`config.mk`:
```
export PLATFORM = sky130hd
export DESIGN_NAME = uart_tx_record_formatter
export DESIGN_NICKNAME = d
export VERILOG_FILES = /design/src/rtl/uart_tx_record_formatter.sv
export SDC_FILE = /design/constraint.sdc
export NUM_CORES = 1
export LEC_CHECK = 0
export ABC_AREA = 1
export CAP_MARGIN = 20
export CORE_ASPECT_RATIO = 0.6
export CORE_MARGIN = 5
export CORE_UTILIZATION = 57
export DETAILED_ROUTE_END_ITERATION = 7
export PLACE_DENSITY = 0.8
export RECOVER_POWER = 25
export SLEW_MARGIN = 40
export SYNTH_ARGS = -nofsm -noshare
export SYNTH_HDL_FRONTEND = slang
export SYNTH_SLANG_ARGS = --single-unit
export TNS_END_PERCENT = 1
```
`constraint.sdc`:
```
create_clock -name Clk -period 3.4 [get_ports Clk]
set_clock_uncertainty 0.2 [all_clocks]
set_input_delay 0.34 -clock Clk [delete_from_list [all_inputs] [get_ports Clk]]
set_output_delay 0.34 -clock Clk [all_outputs]
set_load 0.02 [all_outputs]
```
`src/rtl/uart_tx_record_formatter.sv`:
```
// Formats N_CH latched integers as one ASCII decimal record ("-12,0,57\r\n") and
// feeds the bytes to UART_TX through its start/active handshake.
module uart_tx_record_formatter #(
    parameter int unsigned DATA_W      = 16,
    parameter int unsigned N_CH        = 4,
    parameter bit          SIGNED_MODE = 1'b1,
    parameter logic [7:0]  SEPARATOR   = 8'h2C,
    parameter bit          SEND_LF     = 1'b1
) (
    input  logic                     Clk,
    input  logic                     Rst_n,
    input  logic [N_CH*DATA_W-1:0]   i_Data,
    input  logic                     i_Start,
    output logic                     o_Busy,
    output logic                     o_Done,
    output logic [7:0]               o_Tx_Byte,
    output logic                     o_Tx_Start,
    input  logic                     i_Tx_Active
);

    localparam int unsigned ND    = (DATA_W*3+9)/10 + 1;
    localparam int unsigned CH_W  = (N_CH > 1) ? $clog2(N_CH) : 1;
    localparam int unsigned CNT_W = $clog2(DATA_W+1);
    localparam int unsigned DG_W  = $clog2(ND);

    typedef enum logic [3:0] {
        S_IDLE, S_LOAD, S_CONV, S_SIGN, S_DIGIT, S_SEP, S_CR, S_LF, S_FIN,
        S_EMIT, S_WAIT_ACK, S_WAIT_DONE
    } state_t;

    state_t                  state_q, state_d, ret_q, ret_d;
    logic [N_CH*DATA_W-1:0]  hold_q, hold_d;
    logic [CH_W-1:0]         ch_q, ch_d;
    logic [DATA_W-1:0]       mag_q, mag_d;
    logic [4*ND-1:0]         bcd_q, bcd_d;
    logic [CNT_W-1:0]        cnt_q, cnt_d;
    logic [DG_W-1:0]         dig_q, dig_d;
    logic                    neg_q, neg_d;
    logic                    started_q, started_d;
    logic [7:0]              byte_q, byte_d;

    logic [DATA_W-1:0]       sel_val;
    logic [3:0]              cur_dig;
    logic [3:0]              nib;
    logic [4*ND-1:0]         bcd_adj;

    always_comb begin
        sel_val = '0;
        for (int unsigned k = 0; k < N_CH; k++) begin
            if (ch_q == CH_W'(k)) sel_val = hold_q[k*DATA_W +: DATA_W];
        end
        cur_dig = '0;
        bcd_adj = '0;
        nib     = '0;
        for (int unsigned k = 0; k < ND; k++) begin
            if (dig_q == DG_W'(k)) cur_dig = bcd_q[k*4 +: 4];
            nib = bcd_q[k*4 +: 4];
            bcd_adj[k*4 +: 4] = (nib >= 4'd5) ? nib + 4'd3 : nib;
        end
    end

    // Byte-producing states load byte_d/ret_d and hand over to the shared
    // EMIT -> WAIT_ACK -> WAIT_DONE sequence, which returns to ret_q.
    always_comb begin
        state_d    = state_q;
        ret_d      = ret_q;
        hold_d     = hold_q;
        ch_d       = ch_q;
        mag_d      = mag_q;
        bcd_d      = bcd_q;
        cnt_d      = cnt_q;
        dig_d      = dig_q;
        neg_d      = neg_q;
        started_d  = started_q;
        byte_d     = byte_q;
        o_Tx_Start = 1'b0;
        case (state_q)
            S_IDLE: begin
                if (i_Start) begin
                    hold_d  = i_Data;
                    ch_d    = '0;
                    state_d = S_LOAD;
                end
            end
            S_LOAD: begin
                neg_d   = SIGNED_MODE && sel_val[DATA_W-1];
                mag_d   = (SIGNED_MODE && sel_val[DATA_W-1]) ? -sel_val : sel_val;
                bcd_d   = '0;
                cnt_d   = '0;
                state_d = S_CONV;
            end
            S_CONV: begin
                bcd_d = (bcd_adj << 1) | {{(4*ND-1){1'b0}}, mag_q[DATA_W-1]};
                mag_d = mag_q << 1;
                cnt_d = cnt_q + 1'b1;
                if (cnt_q == CNT_W'(DATA_W-1)) state_d = S_SIGN;
            end
            S_SIGN: begin
                dig_d     = DG_W'(ND-1);
                started_d = 1'b0;
                if (neg_q) begin
                    byte_d  = 8'h2D;
                    ret_d   = S_DIGIT;
                    state_d = S_EMIT;
                end else begin
                    state_d = S_DIGIT;
                end
            end
            S_DIGIT: begin
                if (cur_dig != 4'd0 || started_q || dig_q == '0) begin
                    byte_d    = 8'h30 + {4'h0, cur_dig};
                    started_d = 1'b1;
                    state_d   = S_EMIT;
                    if (dig_q == '0) begin
                        ret_d = S_SEP;
                    end else begin
                        ret_d = S_DIGIT;
                        dig_d = dig_q - 1'b1;
                    end
                end else begin
                    dig_d = dig_q - 1'b1;
                end
            end
            S_SEP: begin
                if (ch_q != CH_W'(N_CH-1)) begin
                    byte_d  = SEPARATOR;
                    ch_d    = ch_q + 1'b1;
                    ret_d   = S_LOAD;
                    state_d = S_EMIT;
                end else begin
                    state_d = S_CR;
                end
            end
            S_CR: begin
                byte_d  = 8'h0D;
                ret_d   = SEND_LF ? S_LF : S_FIN;
                state_d = S_EMIT;
            end
            S_LF: begin
                byte_d  = 8'h0A;
                ret_d   = S_FIN;
                state_d = S_EMIT;
            end
            S_FIN: begin
                ch_d    = '0;
                state_d = S_IDLE;
            end
            S_EMIT: begin
                if (!i_Tx_Active) begin
                    o_Tx_Start = 1'b1;
                    state_d    = S_WAIT_ACK;
                end
            end
            S_WAIT_ACK: begin
                if (i_Tx_Active) state_d = S_WAIT_DONE;
            end
            S_WAIT_DONE: begin
                if (!i_Tx_Active) state_d = ret_q;
            end
            default: state_d = S_IDLE;
        endcase
    end

    always_ff @(posedge Clk or negedge Rst_n) begin
        if (!Rst_n) begin
            state_q   <= S_IDLE;
            ret_q     <= S_IDLE;
            hold_q    <= '0;
            ch_q      <= '0;
            mag_q     <= '0;
            bcd_q     <= '0;
            cnt_q     <= '0;
            dig_q     <= '0;
            neg_q     <= 1'b0;
            started_q <= 1'b0;
            byte_q    <= 8'h00;
        end else begin
            state_q   <= state_d;
            ret_q     <= ret_d;
            hold_q    <= hold_d;
            ch_q      <= ch_d;
            mag_q     <= mag_d;
            bcd_q     <= bcd_d;
            cnt_q     <= cnt_d;
            dig_q     <= dig_d;
            neg_q     <= neg_d;
            started_q <= started_d;
            byte_q    <= byte_d;
        end
    end

    assign o_Busy    = (state_q != S_IDLE) && (state_q != S_FIN);
    assign o_Done    = (state_q == S_FIN);
    assign o_Tx_Byte = byte_q;

endmodule

```
# --- Yosys cells after proc, flatten, opt, wreduce, memory -nomap -nowiden ---
# Cells that the tools add are included.
op_classes:
  addsub: 11
  order_cmp: 6
  eq_ne: 31
  n_mux: 48
  bitwise: 1
  n_reduce_logical: 19
op_table:
  columns: ["op", "n"]
  rows:
  - ["4-bit 2-to-1 mux", 22]
  - ["16-bit 2-to-1 mux", 5]
  - ["24-bit one-hot mux with 2 select lines", 1]
  - ["4-bit one-hot mux with 10 select lines", 1]
  - ["8-bit one-hot mux with 5 select lines", 1]
  - ["16-bit one-hot mux with 2 select lines", 1]
  - ["4-bit by 3-bit greater-or-equal comparator with 1-bit output, second input constant", 6]
  - ["8-bit 2-to-1 mux", 3]
  - ["24-bit by 1-bit bitwise OR with 24-bit output", 1]
  - ["4-bit by 2-bit adder with 4-bit output, second input constant", 5]
  - ["4-bit one-hot mux with 5 select lines", 1]
  - ["2-bit inequality test, second input constant", 9]
  - ["4-bit by 3-bit == test with 1-bit output, second input constant", 4]
  - ["4-bit == test, second input constant", 4]
  - ["16-bit negation", 1]
  - ["5-bit one-hot mux with 2 select lines", 1]
  - ["3-bit 2-to-1 mux", 3]
  - ["4-bit by 2-bit == test with 1-bit output, second input constant", 2]
  - ["4-bit nonzero test", 2]
  - ["6-bit by 4-bit adder with 7-bit output, first input constant", 1]
  - ["3-bit by 2-bit == test with 1-bit output, second input constant", 2]
  - ["3-bit == test, second input constant", 2]
  - ["2-bit one-hot mux with 3 select lines", 1]
  - ["3-bit one-hot mux with 2 select lines", 1]
  - ["other kinds (27)", 36]
totals:
  reg_bits: 132
  elab_cells: 127

# --- Depth between registers and ports, before layout ---
logic_depth:
  ltp_word: 12
  ltp_mapped: 17
  mapped_depth_nobuf: 17

# --- Worst setup path before layout ---
# Ideal clock, no wire load.
synth_path:
  path_type: "register to register"
  startpoint: "register ch_q[0]"
  endpoint: "register mag_q[12]"
  setup_time_ps: 118
  t_arrival_ps: 2171
  required_ps: 3082
  path_slack_ps: 911
  path_stages_with_launch: 16
  path_buffers: 2
  cell_sequence: "dfrtp_1 inv_1 ha_1 buf_6 buf_6 a21oi_2 o21ai_0 a21boi_2 ha_1 nand3_1 o21ai_2 nand3_2 nor2_2 nand3_1 nand3_1 nand2_1"
synth_via:
  elab_chain_len: 8
  word_cells_on_any_way: 11
synth_rtl:
  columns: ["element", "line", "text"]
  rows:
  - ["from (decl)", "33", "logic [CH_W-1:0] ch_q, ch_d;"]
  - ["from (signal assigned)", "181", "ch_q <= ch_d;"]
  - ["2-bit logical NOT", "50", "if (ch_q == CH_W'(k)) sel_val = hold_q[k*DATA_W +: DATA_W];"]
  - ["16-bit 2-to-1 mux (3 in series)", "50", null]
  - ["16-bit 2-to-1 mux *", "50", null]
  - ["16-bit negation", "87", "mag_d = (SIGNED_MODE && sel_val[DATA_W-1]) ? -sel_val : sel_val;"]
  - ["16-bit 2-to-1 mux *", "87", null]
  - ["16-bit one-hot mux with 2 select lines *", "77", "case (state_q)"]
  - ["to (signal assigned)", "182", "mag_q <= mag_d;"]
  - ["to (decl)", "34", "logic [DATA_W-1:0] mag_q, mag_d;"]
# Every way passes the cells marked *; elsewhere a longest branch is shown, timed or not.
# A chain may end at the register's enable or synchronous reset.

# --- Worst setup path after layout ---
# Same ends and word-level chain as after synthesis.

==> flow_metrics.env <==
export IMPL_post_dp_hpwl_mm=12.5
export IMPL_grt_pass1_wl_mm=30.0
export IMPL_rows=32
export IMPL_wl_mm=17.4
export IMPL_ir_drop_v=0.000668
export IMPL_cts_buffers=17
export IMPL_setup_tns_ps=0
export IMPL_yosysSeqAreaShare=0.447
export IMPL_outcome="completed"
export IMPL_fin_crit_ps=2960
export IMPL_rsz0062_at_grt="false"
export IMPL_routedWlPerCell_um=15.5
export IMPL_power_density_nw_per_um2=988
export IMPL_drc=0
export IMPL_grt_usage=0.242
export IMPL_worst_pin_slew_ps=1200
export IMPL_grt_pass1_vias=5998
export IMPL_final_hold_violation_count=0
export IMPL_holdPathEnd="cnt_q[3]"
export IMPL_slew_headroom=0.200
export IMPL_clock_path_buffers=2
export IMPL_reg2reg_to="mag_q[12]"
export IMPL_synth_top_area_share=0.447
export IMPL_rr_worst_depth=10
export IMPL_nNetsFinal=1033
export IMPL_setup_worst_path_start_class="flop"
export IMPL_drtIter0Drc=518
export IMPL_syn_area_per_cell_um2=8.39
export IMPL_clock_sinks=130
export IMPL_syn2layout_area_growth_pct=19.7
export IMPL_cts_root_buf="clkbuf_16"
export IMPL_vias=6116
export IMPL_synthArstFlopShare=1.00
export IMPL_power_leakage_nw=3.95
export IMPL_crit_fanout=20
export IMPL_vias_per_cell=5.44
export IMPL_max_cap_violations=0
export IMPL_drt_pass1_iterations=5
export IMPL_max_freq_ghz=0.337
export IMPL_maxSlewViolCount=0
export IMPL_finalSetupViolations=0
export IMPL_clk_latency_ps=420
export IMPL_synth_area_um2=7280
export IMPL_synthTopCellsByArea="dfrtp_1 (45%), nand2_1 (11%), mux2_2 (6.5%)"
export IMPL_clk_pin_slew_ps=60
export IMPL_post_cts_buffers=0
export IMPL_ios=79
export IMPL_synth_ff_type="dfrtp_1"
export IMPL_overflow=0
export IMPL_rrSetupSlack_ps=440
export IMPL_cts_tree="built"
export IMPL_synthCells=867
export IMPL_synth_most_common_cell="nand2_1"
export IMPL_h_tree_depth=4
export IMPL_dieHeight_um=97.5
export IMPL_synth_edf_count=0
export IMPL_hp_start="cnt_q[3]"
export IMPL_synth_cell_types=44
export IMPL_die_area_um2=15200
export IMPL_criticalPathCategory="reg -> reg"
export IMPL_final_core_util=0.688
export IMPL_ys_seq_elements=130
export IMPL_fill_cells=1016
export IMPL_rr_startpoint="ch_q[0]"
export IMPL_critical_path_buf_inv_count=1
export IMPL_n_antenna_cell=0
export IMPL_start_util=0.575
export IMPL_grt_max_degree=87
export IMPL_finalCritPeriodShare=0.872
export IMPL_critPathMaxStageDelay_ps=700
export IMPL_crit_top_cell="nand3_1"
export IMPL_critPathArrivalTime_ps=3070
export IMPL_worstPathRequired_ps=3510
export IMPL_critPathCaptureType="flop"
export IMPL_ant_nets=0
export IMPL_critical_path_cell_chain="ha_1 > inv_1 > nor2_1 > a31oi_4 > o21ai_2 > nand3_2 > nor2_2 > nand3_1 > nand3_1 > nand2_1"
export IMPL_antenna_found_initial=0
export IMPL_final_cells=1124
export IMPL_slowest_stage="ha_1"
export IMPL_place_inst=1091
export IMPL_hold_class="reg -> reg"
export IMPL_place_gp_congestion=0.977
export IMPL_die_w_um=156
export IMPL_cp_top_family="simple AND/OR/NAND/NOR gates"
export IMPL_port_buffers=76
export IMPL_yosys_area_top_type="dfrtp_1"
export IMPL_coreArea_um2=12700
export IMPL_synth_common_cells="nand2_1 (216), dfrtp_1 (130), inv_1 (105)"
export IMPL_final_layout_size_suffix_gt1_frac=0.129
export IMPL_whs_path_depth=1
export IMPL_yosysWarnings=0
==> repair_timing <==
action	4_1_cts	5_1_grt
setup endpoints to repair	0	1
gates resized for setup	0	1
endpoints found under the hold margin	49	0
hold buffers	1	0
==> cell type report <==
type | count | area, µm² | share of cell area
Clock buffer | 18 | 429 | 0.0493
Clock inverter | 14 | 154 | 0.0177
Inverter | 115 | 434 | 0.0499
Multi-Input combinational cell | 592 | 3390 | 0.389
Sequential cell | 130 | 3250 | 0.374
Tap cell | 170 | 213 | 0.0244
Timing Repair Buffer | 85 | 838 | 0.0963
==> sequential cells by signal, summed over array words and instances, names as in the netlist <==
register	cells
ret_q	4
bcd_q	24
ch_q	2
mag_q	16
dig_q	3
state_q	4
o_Tx_Byte	6
hold_q	64
cnt_q	5
started_q	1
neg_q	1
==> cell usage in the layout (no fill, tap or decap), types with 4 or more instances in the layout <==
| cell | instances |
|---|---|
| a21oi_2 | 4 |
| o21ai_2 | 4 |
| nand2_1 | 216 |
| nor3_1 | 4 |
| o21bai_1 | 4 |
| clkdlybuf4s50_1 | 75 |
| mux2_2 | 42 |
| o32ai_1 | 11 |
| nor2_1 | 62 |
| nand3_1 | 29 |
| o22ai_1 | 13 |
| xor2_1 | 12 |
| ha_1 | 23 |
| buf_4 | 6 |
| clkbuf_16 | 17 |
| o21ai_0 | 74 |
| nand2_2 | 6 |
| nand4_1 | 9 |
| o21ai_1 | 9 |
| inv_2 | 8 |
| o211ai_1 | 5 |
| inv_1 | 105 |
| inv_6 | 4 |
| a21oi_1 | 31 |
| dfrtp_1 | 130 |
==> power breakdown <==
group | internal [mW] | switching (mW) | total [mW]
Clock | 1.09 | 0.721 | 1.81
Combinational | 1.57 | 2.66 | 4.23
Sequential | 2.18 | 0.383 | 2.56
==> layer usage <==
| metal | global-route usage | share of wire |
|---|---|---|
| met5 | 0 | 0 |
| met4 | 0.0451 | 0.0083 |
| met3 | 0.0659 | 0.082 |
| met2 | 0.334 | 0.40 |
| met1 | 0.380 | 0.50 |
==> stage by stage <==
| stage | worst slack, ps | hold slack, ps | instance area [µm²] | power [mW] |
|---|---|---|---|---|
| 3_3_place_gp | 503 | 198 | 8130 | 6.61 |
| 3_5_place_dp | 379 | 200 | 8130 | 6.72 |
| 4_1_cts | 351 | 268 | 8720 | 8.58 |
| 5_1_grt | 136 | 287 | 8710 | 9.36 |
| 2_1_floorplan | 911 | -156 | 7280 | 5.69 |
| 6_report | 437 | 265 | 8710 | 8.60 |
==> logic make-up (layout without fill, tap and decap cells) <==
family / count (synthesis) / in the layout / synth area share
buf+inv: 146 / 232 / 0.0894
mux: 42 / 42 / 0.0650
flops: 130 / 130 / 0.447
xor+xnor: 15 / 15 / 0.0181
other cells: 1 / 2 / 0.000515
fa+ha+maj: 24 / 24 / 0.0413
compound gates: 170 / 170 / 0.143
simple gates: 339 / 339 / 0.196
==> how the worst max path moves through the flow <==
| stage | startpoint | end | slack (ps) | cells past startpoint |
|---|---|---|---|---|
| 3_3_place_gp | ch_q[0] | mag_q[14] | 500 | 11 |
| 2_1_floorplan | ch_q[0] | mag_q[12] | 910 | 15 |
| 6_report | ch_q[0] | mag_q[12] | 440 | 10 |
| 4_1_cts | ch_q[0] | mag_q[12] | 350 | 11 |
| 3_5_place_dp | ch_q[0] | mag_q[10] | 380 | 11 |
| 5_1_grt | Rst_n | bcd_q[23] | 140 | 3 |
(Power assumes the default switching activity.)
